### config.mk
export PLATFORM = sky130hd
export DESIGN_NAME = alu_op_responder_flat
export DESIGN_NICKNAME = d
export VERILOG_FILES = /design/src/rtl/kcpsmx3_inc.sv /design/src/rtl/alu_op_responder_if.sv /design/src/rtl/alu_op_exec.sv /design/src/rtl/alu_op_responder.sv /design/src/flat_wrapper.sv
export SDC_FILE = /design/constraint.sdc
export NUM_CORES = 1
export LEC_CHECK = 0
export CAP_MARGIN = 15
export CORE_ASPECT_RATIO = 0.7
export CORE_MARGIN = 3
export CORE_UTILIZATION = 45
export CTS_BUF_LIST = sky130_fd_sc_hd__clkbuf_8 sky130_fd_sc_hd__clkbuf_16
export CTS_CLUSTER_DIAMETER = 50
export DETAILED_ROUTE_END_ITERATION = 10
export PLACE_DENSITY = 0.82
export SYNTH_ARGS = -nofsm -noshare
export SYNTH_HDL_FRONTEND = slang
export SYNTH_SLANG_ARGS = --single-unit
### constraint.sdc
create_clock -name clk -period 2.1 [get_ports clk]
set_input_delay 0.42 -clock clk [delete_from_list [all_inputs] [get_ports clk]]
set_output_delay 0.42 -clock clk [all_outputs]
set_load 0.01 [all_outputs]
### src/rtl/kcpsmx3_inc.sv
// Shared KCPSM3 ALU definitions: opcode and shift encodings, operand width and
// the packed response record that travels through the response FIFO.
package kcpsmx3_inc;

   localparam int OPERAND_WIDTH = 8;

   // Values follow the KCPSM3 instruction opcode field.
   typedef enum logic [4:0] {
      OP_LOAD    = 5'h00,
      OP_AND     = 5'h05,
      OP_OR      = 5'h06,
      OP_XOR     = 5'h07,
      OP_TEST    = 5'h09,
      OP_COMPARE = 5'h0A,
      OP_ADD     = 5'h0C,
      OP_ADDCY   = 5'h0D,
      OP_SUB     = 5'h0E,
      OP_SUBCY   = 5'h0F,
      OP_SHIFT   = 5'h10
   } opcode_t;

   typedef enum logic [1:0] {
      SHIFT_CONST = 2'd0,
      SHIFT_EXT   = 2'd1,
      SHIFT_CARRY = 2'd2,
      ROTATE      = 2'd3
   } shift_op_t;

   typedef struct packed {
      logic [OPERAND_WIDTH-1:0] result;
      logic                     zero;
      logic                     carry;
      logic                     err;
   } alu_rsp_t;

endpackage

### src/rtl/alu_op_responder_if.sv
// Request/response bundle between the ALU request driver and the responder.
interface alu_op_responder_if;
   import kcpsmx3_inc::*;

   logic                     req_valid;
   logic                     req_ready;
   opcode_t                  req_op;
   shift_op_t                req_shift_op;
   logic                     req_shift_dir;
   logic                     req_shift_const;
   logic                     req_carry_in;
   logic [OPERAND_WIDTH-1:0] req_operand_a;
   logic [OPERAND_WIDTH-1:0] req_operand_b;

   logic                     rsp_valid;
   logic                     rsp_ready;
   logic [OPERAND_WIDTH-1:0] rsp_result;
   logic                     rsp_zero;
   logic                     rsp_carry;
   logic                     rsp_err;

   modport slave (
      input  req_valid, req_op, req_shift_op, req_shift_dir, req_shift_const,
             req_carry_in, req_operand_a, req_operand_b, rsp_ready,
      output req_ready, rsp_valid, rsp_result, rsp_zero, rsp_carry, rsp_err
   );

   modport master (
      output req_valid, req_op, req_shift_op, req_shift_dir, req_shift_const,
             req_carry_in, req_operand_a, req_operand_b, rsp_ready,
      input  req_ready, rsp_valid, rsp_result, rsp_zero, rsp_carry, rsp_err
   );

endinterface

### src/rtl/alu_op_exec.sv
// Purely combinational KCPSM3 ALU/shift unit: request fields in, response
// record with KCPSM3 flag semantics out.
module alu_op_exec
   import kcpsmx3_inc::*;
(
   input  opcode_t                  op,
   input  shift_op_t                shift_op,
   input  logic                     shift_dir,
   input  logic                     shift_const,
   input  logic                     carry_in,
   input  logic [OPERAND_WIDTH-1:0] operand_a,
   input  logic [OPERAND_WIDTH-1:0] operand_b,
   output alu_rsp_t                 rsp
);

   localparam int W = OPERAND_WIDTH;

   logic [W-1:0] test_and;
   logic         shift_in;
   logic         zero_from_result;

   always_comb begin
      // NOTE: every output of this block gets a default first so no path leaves a latch.
      rsp              = '0;
      test_and         = operand_a & operand_b;
      shift_in         = 1'b0;
      zero_from_result = 1'b0;

      case (op)
         OP_LOAD: begin
            rsp.result = operand_b;
            rsp.carry  = carry_in;
         end
         OP_AND: begin
            rsp.result       = operand_a & operand_b;
            zero_from_result = 1'b1;
         end
         OP_OR: begin
            rsp.result       = operand_a | operand_b;
            zero_from_result = 1'b1;
         end
         OP_XOR: begin
            rsp.result       = operand_a ^ operand_b;
            zero_from_result = 1'b1;
         end
         OP_ADD, OP_ADDCY: begin
            {rsp.carry, rsp.result} = {1'b0, operand_a} + {1'b0, operand_b}
                                    + {{W{1'b0}}, carry_in & (op == OP_ADDCY)};
            zero_from_result = 1'b1;
         end
         OP_SUB, OP_SUBCY: begin
            // The bit above the result of the widened difference is the borrow.
            {rsp.carry, rsp.result} = {1'b0, operand_a} - {1'b0, operand_b}
                                    - {{W{1'b0}}, carry_in & (op == OP_SUBCY)};
            zero_from_result = 1'b1;
         end
         OP_COMPARE: begin
            rsp.result = operand_a;
            rsp.carry  = operand_a < operand_b;
            rsp.zero   = operand_a == operand_b;
         end
         OP_TEST: begin
            rsp.result = operand_a;
            rsp.zero   = test_and == '0;
            rsp.carry  = ^test_and;
         end
         OP_SHIFT: begin
            case (shift_op)
               SHIFT_CONST: shift_in = shift_const;
               SHIFT_EXT:   shift_in = shift_dir ? operand_a[W-1] : operand_a[0];
               SHIFT_CARRY: shift_in = carry_in;
               ROTATE:      shift_in = shift_dir ? operand_a[0] : operand_a[W-1];
               default:     shift_in = 1'b0;
            endcase
            if (shift_dir) begin
               rsp.carry  = operand_a[0];
               rsp.result = {shift_in, operand_a[W-1:1]};
            end else begin
               rsp.carry  = operand_a[W-1];
               rsp.result = {operand_a[W-2:0], shift_in};
            end
            zero_from_result = 1'b1;
         end
         default: rsp.err = 1'b1;
      endcase

      if (zero_from_result) rsp.zero = rsp.result == '0;
   end

endmodule

### src/rtl/alu_op_responder.sv
// Target-side ALU responder: executes one request per handshake and queues the
// response record in a small FIFO drained through rsp_valid/rsp_ready.
module alu_op_responder
   import kcpsmx3_inc::*;
#(
   parameter int RSP_DEPTH = 2,
   parameter int CNT_WIDTH = 16
) (
   input  logic                 clk,
   input  logic                 rst_n,
   alu_op_responder_if.slave    bus,
   output logic [CNT_WIDTH-1:0] op_count
);

   localparam int PTR_W  = (RSP_DEPTH > 1) ? $clog2(RSP_DEPTH) : 1;
   localparam int FILL_W = $clog2(RSP_DEPTH + 1);

   logic [PTR_W-1:0]     wr_ptr_q, wr_ptr_d;
   logic [PTR_W-1:0]     rd_ptr_q, rd_ptr_d;
   logic [FILL_W-1:0]    fill_q, fill_d;
   logic [CNT_WIDTH-1:0] op_count_q, op_count_d;
   alu_rsp_t             mem_q [RSP_DEPTH];
   alu_rsp_t             exec_rsp;
   alu_rsp_t             head;
   logic                 push, pop;

   alu_op_exec u_exec (
      .op          (bus.req_op),
      .shift_op    (bus.req_shift_op),
      .shift_dir   (bus.req_shift_dir),
      .shift_const (bus.req_shift_const),
      .carry_in    (bus.req_carry_in),
      .operand_a   (bus.req_operand_a),
      .operand_b   (bus.req_operand_b),
      .rsp         (exec_rsp)
   );

   // Ready depends only on the fill level, never on rsp_ready.
   assign bus.req_ready = fill_q < FILL_W'(RSP_DEPTH);
   assign bus.rsp_valid = fill_q != '0;
   assign push          = bus.req_valid && bus.req_ready;
   assign pop           = bus.rsp_valid && bus.rsp_ready;

   assign head           = bus.rsp_valid ? mem_q[rd_ptr_q] : '0;
   assign bus.rsp_result = head.result;
   assign bus.rsp_zero   = head.zero;
   assign bus.rsp_carry  = head.carry;
   assign bus.rsp_err    = head.err;
   assign op_count       = op_count_q;

   always_comb begin
      wr_ptr_d   = push ? wr_ptr_q + PTR_W'(1) : wr_ptr_q;
      rd_ptr_d   = pop  ? rd_ptr_q + PTR_W'(1) : rd_ptr_q;
      op_count_d = (pop && op_count_q != '1) ? op_count_q + CNT_WIDTH'(1) : op_count_q;
      case ({push, pop})
         2'b10:   fill_d = fill_q + FILL_W'(1);
         2'b01:   fill_d = fill_q - FILL_W'(1);
         default: fill_d = fill_q;
      endcase
   end

   // NOTE: sequential state uses non-blocking assignments so every flop samples pre-edge values.
   always_ff @(posedge clk or negedge rst_n) begin
      if (!rst_n) begin
         wr_ptr_q   <= '0;
         rd_ptr_q   <= '0;
         fill_q     <= '0;
         op_count_q <= '0;
      end else begin
         wr_ptr_q   <= wr_ptr_d;
         rd_ptr_q   <= rd_ptr_d;
         fill_q     <= fill_d;
         op_count_q <= op_count_d;
      end
   end

   // NOTE: storage is not reset; an empty FIFO masks the head to zero, so stale entries never show.
   always_ff @(posedge clk) begin
      if (push) mem_q[wr_ptr_q] <= exec_rsp;
   end

endmodule

### src/flat_wrapper.sv
// flat-port wrapper written by rule: the top's interface ports become plain ports
module alu_op_responder_flat import kcpsmx3_inc::*;
#(
   parameter int RSP_DEPTH = 2,
   parameter int CNT_WIDTH = 16
)
  (clk, rst_n, op_count, bus_req_valid, bus_req_op, bus_req_shift_op, bus_req_shift_dir, bus_req_shift_const, bus_req_carry_in, bus_req_operand_a, bus_req_operand_b, bus_rsp_ready, bus_req_ready, bus_rsp_valid, bus_rsp_result, bus_rsp_zero, bus_rsp_carry, bus_rsp_err);
  alu_op_responder_if bus_i ();
  input  logic clk;
  input  logic rst_n;
  output logic [CNT_WIDTH-1:0] op_count;
  input wire logic [$bits(bus_i.req_valid)-1:0] bus_req_valid;
  input wire logic [$bits(bus_i.req_op)-1:0] bus_req_op;
  input wire logic [$bits(bus_i.req_shift_op)-1:0] bus_req_shift_op;
  input wire logic [$bits(bus_i.req_shift_dir)-1:0] bus_req_shift_dir;
  input wire logic [$bits(bus_i.req_shift_const)-1:0] bus_req_shift_const;
  input wire logic [$bits(bus_i.req_carry_in)-1:0] bus_req_carry_in;
  input wire logic [$bits(bus_i.req_operand_a)-1:0] bus_req_operand_a;
  input wire logic [$bits(bus_i.req_operand_b)-1:0] bus_req_operand_b;
  input wire logic [$bits(bus_i.rsp_ready)-1:0] bus_rsp_ready;
  output wire logic [$bits(bus_i.req_ready)-1:0] bus_req_ready;
  output wire logic [$bits(bus_i.rsp_valid)-1:0] bus_rsp_valid;
  output wire logic [$bits(bus_i.rsp_result)-1:0] bus_rsp_result;
  output wire logic [$bits(bus_i.rsp_zero)-1:0] bus_rsp_zero;
  output wire logic [$bits(bus_i.rsp_carry)-1:0] bus_rsp_carry;
  output wire logic [$bits(bus_i.rsp_err)-1:0] bus_rsp_err;
  assign bus_i.req_valid = bus_req_valid;
  assign bus_i.req_op = bus_req_op;
  assign bus_i.req_shift_op = bus_req_shift_op;
  assign bus_i.req_shift_dir = bus_req_shift_dir;
  assign bus_i.req_shift_const = bus_req_shift_const;
  assign bus_i.req_carry_in = bus_req_carry_in;
  assign bus_i.req_operand_a = bus_req_operand_a;
  assign bus_i.req_operand_b = bus_req_operand_b;
  assign bus_i.rsp_ready = bus_rsp_ready;
  assign bus_req_ready = bus_i.req_ready;
  assign bus_rsp_valid = bus_i.rsp_valid;
  assign bus_rsp_result = bus_i.rsp_result;
  assign bus_rsp_zero = bus_i.rsp_zero;
  assign bus_rsp_carry = bus_i.rsp_carry;
  assign bus_rsp_err = bus_i.rsp_err;
  alu_op_responder #(.RSP_DEPTH(RSP_DEPTH), .CNT_WIDTH(CNT_WIDTH)) u_core (.clk(clk), .rst_n(rst_n), .bus(bus_i), .op_count(op_count));
endmodule
== After elaboration in Yosys (flattened, before gate mapping) ==
Memories as Yosys holds them, arrays and structs flattened.
Index checks and enable logic that the tools add are counted.

* Word-level logic and storage cells: 67
* Memories kept: 1
* Bits in writable memories: 22
* Bits of input ports: 30
* Register bits: 20
* Output and inout bits: 29

* Reduce and logical (&&, ||, !) cells: 15
* Bitwise operators: 5
* Mux-type cells: 14
* Add/subtract/negate cells: 9
* Magnitude comparators: 2
* Equality and inequality tests: 17

{| class="wikitable"
|+ Memories
! memory !! words !! bits a word !! rd ports !! clocked after Yosys merged registers in !! wr ports !! line !! RTL
|-
| u_core.mem_q || 2 || 11 || 1 || 0 || 1 || alu_op_responder.sv:22 || <nowiki>alu_rsp_t mem_q [RSP_DEPTH];</nowiki>
|}

{| class="wikitable"
|+ Operators with widths
! cell !! number
|-
| $pmux 8 s8 || 1
|-
| $eq 5x4->1 const B || 6
|-
| $add 16x1->16 const B || 1
|-
| $logic_not 8->1 || 2
|-
| $ne 16x16->1 const B || 1
|-
| $eq 5x3->1 const B || 3
|-
| $mux 11 || 1
|-
| $reduce_or 11->1 || 1
|-
| $add 8x8->9 || 1
|-
| $add 9x1->9 || 1
|-
| $sub 8x8->9 || 1
|-
| $sub 9x1->9 || 1
|-
| $and 8x8->8 || 1
|-
| $eq 8x8->1 || 1
|-
| $lt 8x8->1 || 1
|-
| $mux 8 || 1
|-
| $or 8x8->8 || 1
|-
| $reduce_or 8->1 || 1
|-
| $reduce_xor 8->1 || 1
|-
| $xor 8x8->8 || 1
|-
| $mux 1 || 7
|-
| $eq 2x2->1 const B || 3
|-
| $pmux 1 s6 || 1
|-
| $reduce_or 2->1 || 3
|-
| 14 further kinds || 20
|}

== Logic depth before layout (Yosys ltp) ==
* Depth in word-level cells: 6
* Gate-level depth with buffers: 14
* Gate-level depth less buffers: 13

== By module ==
From an unflattened synthesis, not the netlist that was laid out.

* Cells, all modules: 414
* Area total of the unflattened synthesis: 3928.8 um^2

{| class="wikitable"
|+ By module, submodules not included
! module !! cells each !! area an instance (um^2) !! times used
|-
| alu_op_exec || 272 || 2113.3 || 1
|-
| alu_op_responder || 142 || 1815.5 || 1
|}

== Worst setup path before layout ==
OpenSTA, ideal clock, no wires.

* Path kind: input -> register
* From: input bus_req_op[1]
* To: memory u_core.mem_q[0][2] (netlist name) (data pin)
* Arrival time: 3.297 ns
* Required time: 1.908 ns
* Path buffers: 2
* Cell stages on the path: 12
* Slack: -1.389 ns
* Cells stage by stage: buf_2 clkbuf_1 and2_1 nand3_1 fa_1 fa_1 o21ai_0 a211oi_1 xnor2_1 o221ai_2 or4_1 o41ai_2

{| class="wikitable"
|+ RTL lines
! element !! line !! RTL
|-
| start: declaration || flat_wrapper.sv:13 || <nowiki>input wire logic [$bits(bus_i.req_op)-1:0] bus_req_op;</nowiki>
|-
| end: declaration || alu_op_responder.sv:22 ||
|}

==> results.txt <==
- Run status: complete, but fails checks
* Failing checks: setup timing
* DIE AREA: roughly 9400 sq um
* Antenna violation net count after detailed routing: 0
- The slowest stage of the critical path is the sky130_fd_sc_hd__or4_4 cell.
* Maximum number of pins on one net before global-route repair: 24
- Final critical-path share of the clock period: 1.54
* Sequential element share of the synthesized area: 0.314
- Global-route wire length before repair: about 19,000 microns
* Maximum clock insertion buffer count: 2
- After synthesis, the share of flip-flops with an asynchronous set or reset is 0.476.
- For this run, the post-layout net count is around 640.
- Most frequent standard cell in the layout excluding fill and tap cells: sky130_fd_sc_hd__buf_4
- After synthesis, the netlist uses 59 different library cells.
- Filler cells: 535
- The top cell types in the final layout, fill and taps aside, are 109 x sky130_fd_sc_hd__buf_4, 43 x sky130_fd_sc_hd__nor2_1, 40 x sky130_fd_sc_hd__ha_1.
* Largest voltage drop on the vdd net: ~800 uV
- Of the post-synthesis cell area, the dominant cell type holds 0.179.
- Latest clock arrival within the worst-skew pair: between 200 and 300 ps
* Clock skew after layout: 4.86 ps
- Leakage power summed over all cells: approximately 2.6 nW
- The count of final hold-check violations came to 0.
- Nature of the critical path endpoint: register
* Master cell of the clock root buffer: sky130_fd_sc_hd__clkbuf_16
* Buffers plus inverters on the worst setup path: 2
- Setup repair after global routing could not meet its margin everywhere.
- For this configuration, the core starts out at a cell density of 0.483.
- Yosys warnings: 0
- Clock tree synthesis found a total of 42 sinks.
- Dividing the synthesized area by the synthesized cell count gives slightly above 9 sq um.
* Routed via count divided by cell count: roughly 5.7
- The final layout contains routed wiring with a total length of 12,600 microns.
- Arr. time, crit path: approximately 3300 ps
- CTS tree: built
- For the pin with the worst max-slew slack, the measured transition is approximately 520 ps.
* GPL Wtd Cong: 0.971
* DR WL/cell: ~19 microns
* Slew Limit Headroom: 0.647
* Cts bufs inserted: 5
- Synth-to-Final Area Change: 52.4%
* Longest individual stage delay on the worst path: about 580 ps
- Number of standard cells after synthesis: 398
- In this run, the number of DRC markers left after iteration 0 of detailed routing was between 300 and 400.
- Max-slew violation total from the final report: 0
* Number of port buffers: 58
* Setup Viol. Count Final: 20
* TritonRoute pass-1 iters: 5
* Total number of vias: 3,762
* Dominant register cell in the synthesized netlist: sky130_fd_sc_hd__edfxtp_1
- Of the cells placed in the final design, the portion with a size suffix greater than 1 is 0.323.
* Core region area: between 7000 and 8000 sq um
- Hold Path Class: in2async
- Critical path required time: about 2200 ps
- Sorting the synthesized cells by area gives the leading types as sky130_fd_sc_hd__edfxtp_1 18%, sky130_fd_sc_hd__ha_1 15%, sky130_fd_sc_hd__dfrtp_1 14%.
* Classification of the worst setup path: in2reg
- Overall power consumption after layout is estimated at 4.10 mW.
- GRT Resource Usage Total: 0.265
* Number of synthesized register bits: 42
- Power per unit of standard cell area: roughly 730 nW/um^2
- The number of antenna violations at the first check in global routing came to 0.
* Die Ht: 81.8 microns
* Kind of start point of the critical path: primary input
- The signal on the critical path passes through buf_6 -> and3b_2 -> and2_4 -> nand3_2 -> fa_2 -> inv_2 -> ha_4 -> o21ai_2 -> nand2_1 -> xor2_1 -> a22oi_1 -> nand3_1 -> or4_4 -> o41ai_4.
* Clock transition at the registers of the reported paths: approximately 60 ps
- The number of global-route vias before repair is ~3,600.
- Category of cells accounting for the largest share of critical-path delay: simple AND/OR/NAND/NOR gates
- Cell row count: 26
- The repair_antennas step left the layout with diodes totalling 0.
- For the finished layout, the period the worst path requires is around 3200 ps.
* Max-Cap Viols: 0
- Post-Synthesis Net Count: roughly 480
- Cell area after technology mapping: between 3000 and 4000 sq um
- In the post-route analysis, the smallest setup slack over all paths is -1130 ps.
* Cell type with the largest total area after synthesis: sky130_fd_sc_hd__edfxtp_1
- Post-route DRC: 0
* Count of flip-flops with a built-in enable after synthesis: 22
- In this run the worst path has a maximum fanout of 3.
- Remaining Overflow, GRT: 0
- OpenSTA, run right after detailed placement, puts the worst setup slack at -1690 ps.
* Detailed placement HPWL: 9250 microns
- Maximum clock frequency: 310 MHz
- I/O pin count: just under 60
- H-tree depth: 2
* Die Wd: 114 microns
==> cells by family after synthesis <==
family / Yosys count / share of synthesized area
xor gates and xnor gates: 37 / 0.0877
adders and majority gates: 48 / 0.171
DFF: 42 / 0.314
and+or+nand+nor: 129 / 0.173
AOI/OAI and AO/OA: 71 / 0.135
buffers and inverters: 47 / 0.0531
muxes: 24 / 0.0660
==> path summary, 6_finish.rpt <==
check / cells after the start / slack [ps] / endpoint / startpoint
setup reg to reg: 9 / 30 / u_core.op_count[13] / u_core.op_count[0]
setup / recovery: 14 / -1130 / u_core.mem_q[1][2] / bus_req_op[4]
min in group clk: 1 / 500 / u_core.op_count[8] / u_core.op_count[8]
hold reg to reg: 1 / 500 / u_core.op_count[8] / u_core.op_count[8]
hold / removal: 2 / 480 / u_core.fill_q[0] / rst_n
max in group asynchronous: 2 / 1380 / u_core.rd_ptr_q / rst_n
==> state kept, by name, indices dropped and copies added, names as in the netlist <==
signal           cells
u_core.wr_ptr_q      1
u_core.mem_q        22
u_core.op_count     16
u_core.rd_ptr_q      1
u_core.fill_q        2
==> metrics by stage <==
step	setup TNS [ps]	util	instance area [sq um]	hold slack, ps	std cells
after global routing	-12820	0.737	5630	503	665
after detailed placement	-24190	0.674	5150	493	647
after floorplan	-9780	-	3740	124	398
after CTS	-11190	0.718	5490	489	663
final	-11530	0.737	5630	478	665
after global placement	-23320	0.674	5150	483	647
==> synthesized netlist by cell type, types with 10 or more instances <==
library cell,number
sky130_fd_sc_hd__xor2_1,10
sky130_fd_sc_hd__inv_1,35
sky130_fd_sc_hd__mux2i_1,21
sky130_fd_sc_hd__nor2_1,44
sky130_fd_sc_hd__nand3_1,15
sky130_fd_sc_hd__dfrtp_1,20
sky130_fd_sc_hd__edfxtp_1,22
sky130_fd_sc_hd__a21oi_1,15
sky130_fd_sc_hd__o21ai_0,16
sky130_fd_sc_hd__ha_1,44
sky130_fd_sc_hd__xnor2_1,27
sky130_fd_sc_hd__nand2_1,21
==> layer usage <==
| metal | vias to the layer above | part of all wire | routed length [microns] | track usage |
|---|---|---|---|---|
| met5 | - | 0 | 0 | 0 |
| met2 | 177 | 0.47 | 5910 | 0.434 |
| li1 | 1751 | - | - | - |
| met3 | 23 | 0.081 | 1020 | 0.0501 |
| met4 | 0 | 0.017 | 215 | 0.0724 |
| met1 | 1811 | 0.43 | 5460 | 0.361 |
==> power breakdown <==
group          switching, mW  internal [mW]  leakage, nW  total [mW]
clock                  0.331          0.563       0.0842       0.894
sequential             0.148           1.08        0.464        1.23
combinational          0.964           1.02         2.04        1.98
==> area by class of cell <==
type | instances | area [sq um] | area share
clock buffers | 5 | 125 | 0.0222
clock inverters | 3 | 43.8 | 0.00777
inverters | 35 | 131 | 0.0233
multi-input cells | 309 | 2580 | 0.458
flip-flops and latches | 42 | 1160 | 0.207
well taps | 98 | 123 | 0.0218
repair buffers | 173 | 1470 | 0.260
==> timing repair <==
item	CTS	global route
buffers inserted	12	9
endpoints found under the setup margin	36	31
gates resized for setup	54	27
pin swaps	26	29
hold buffers	0	0
Power figures use the tool's default switching activity.
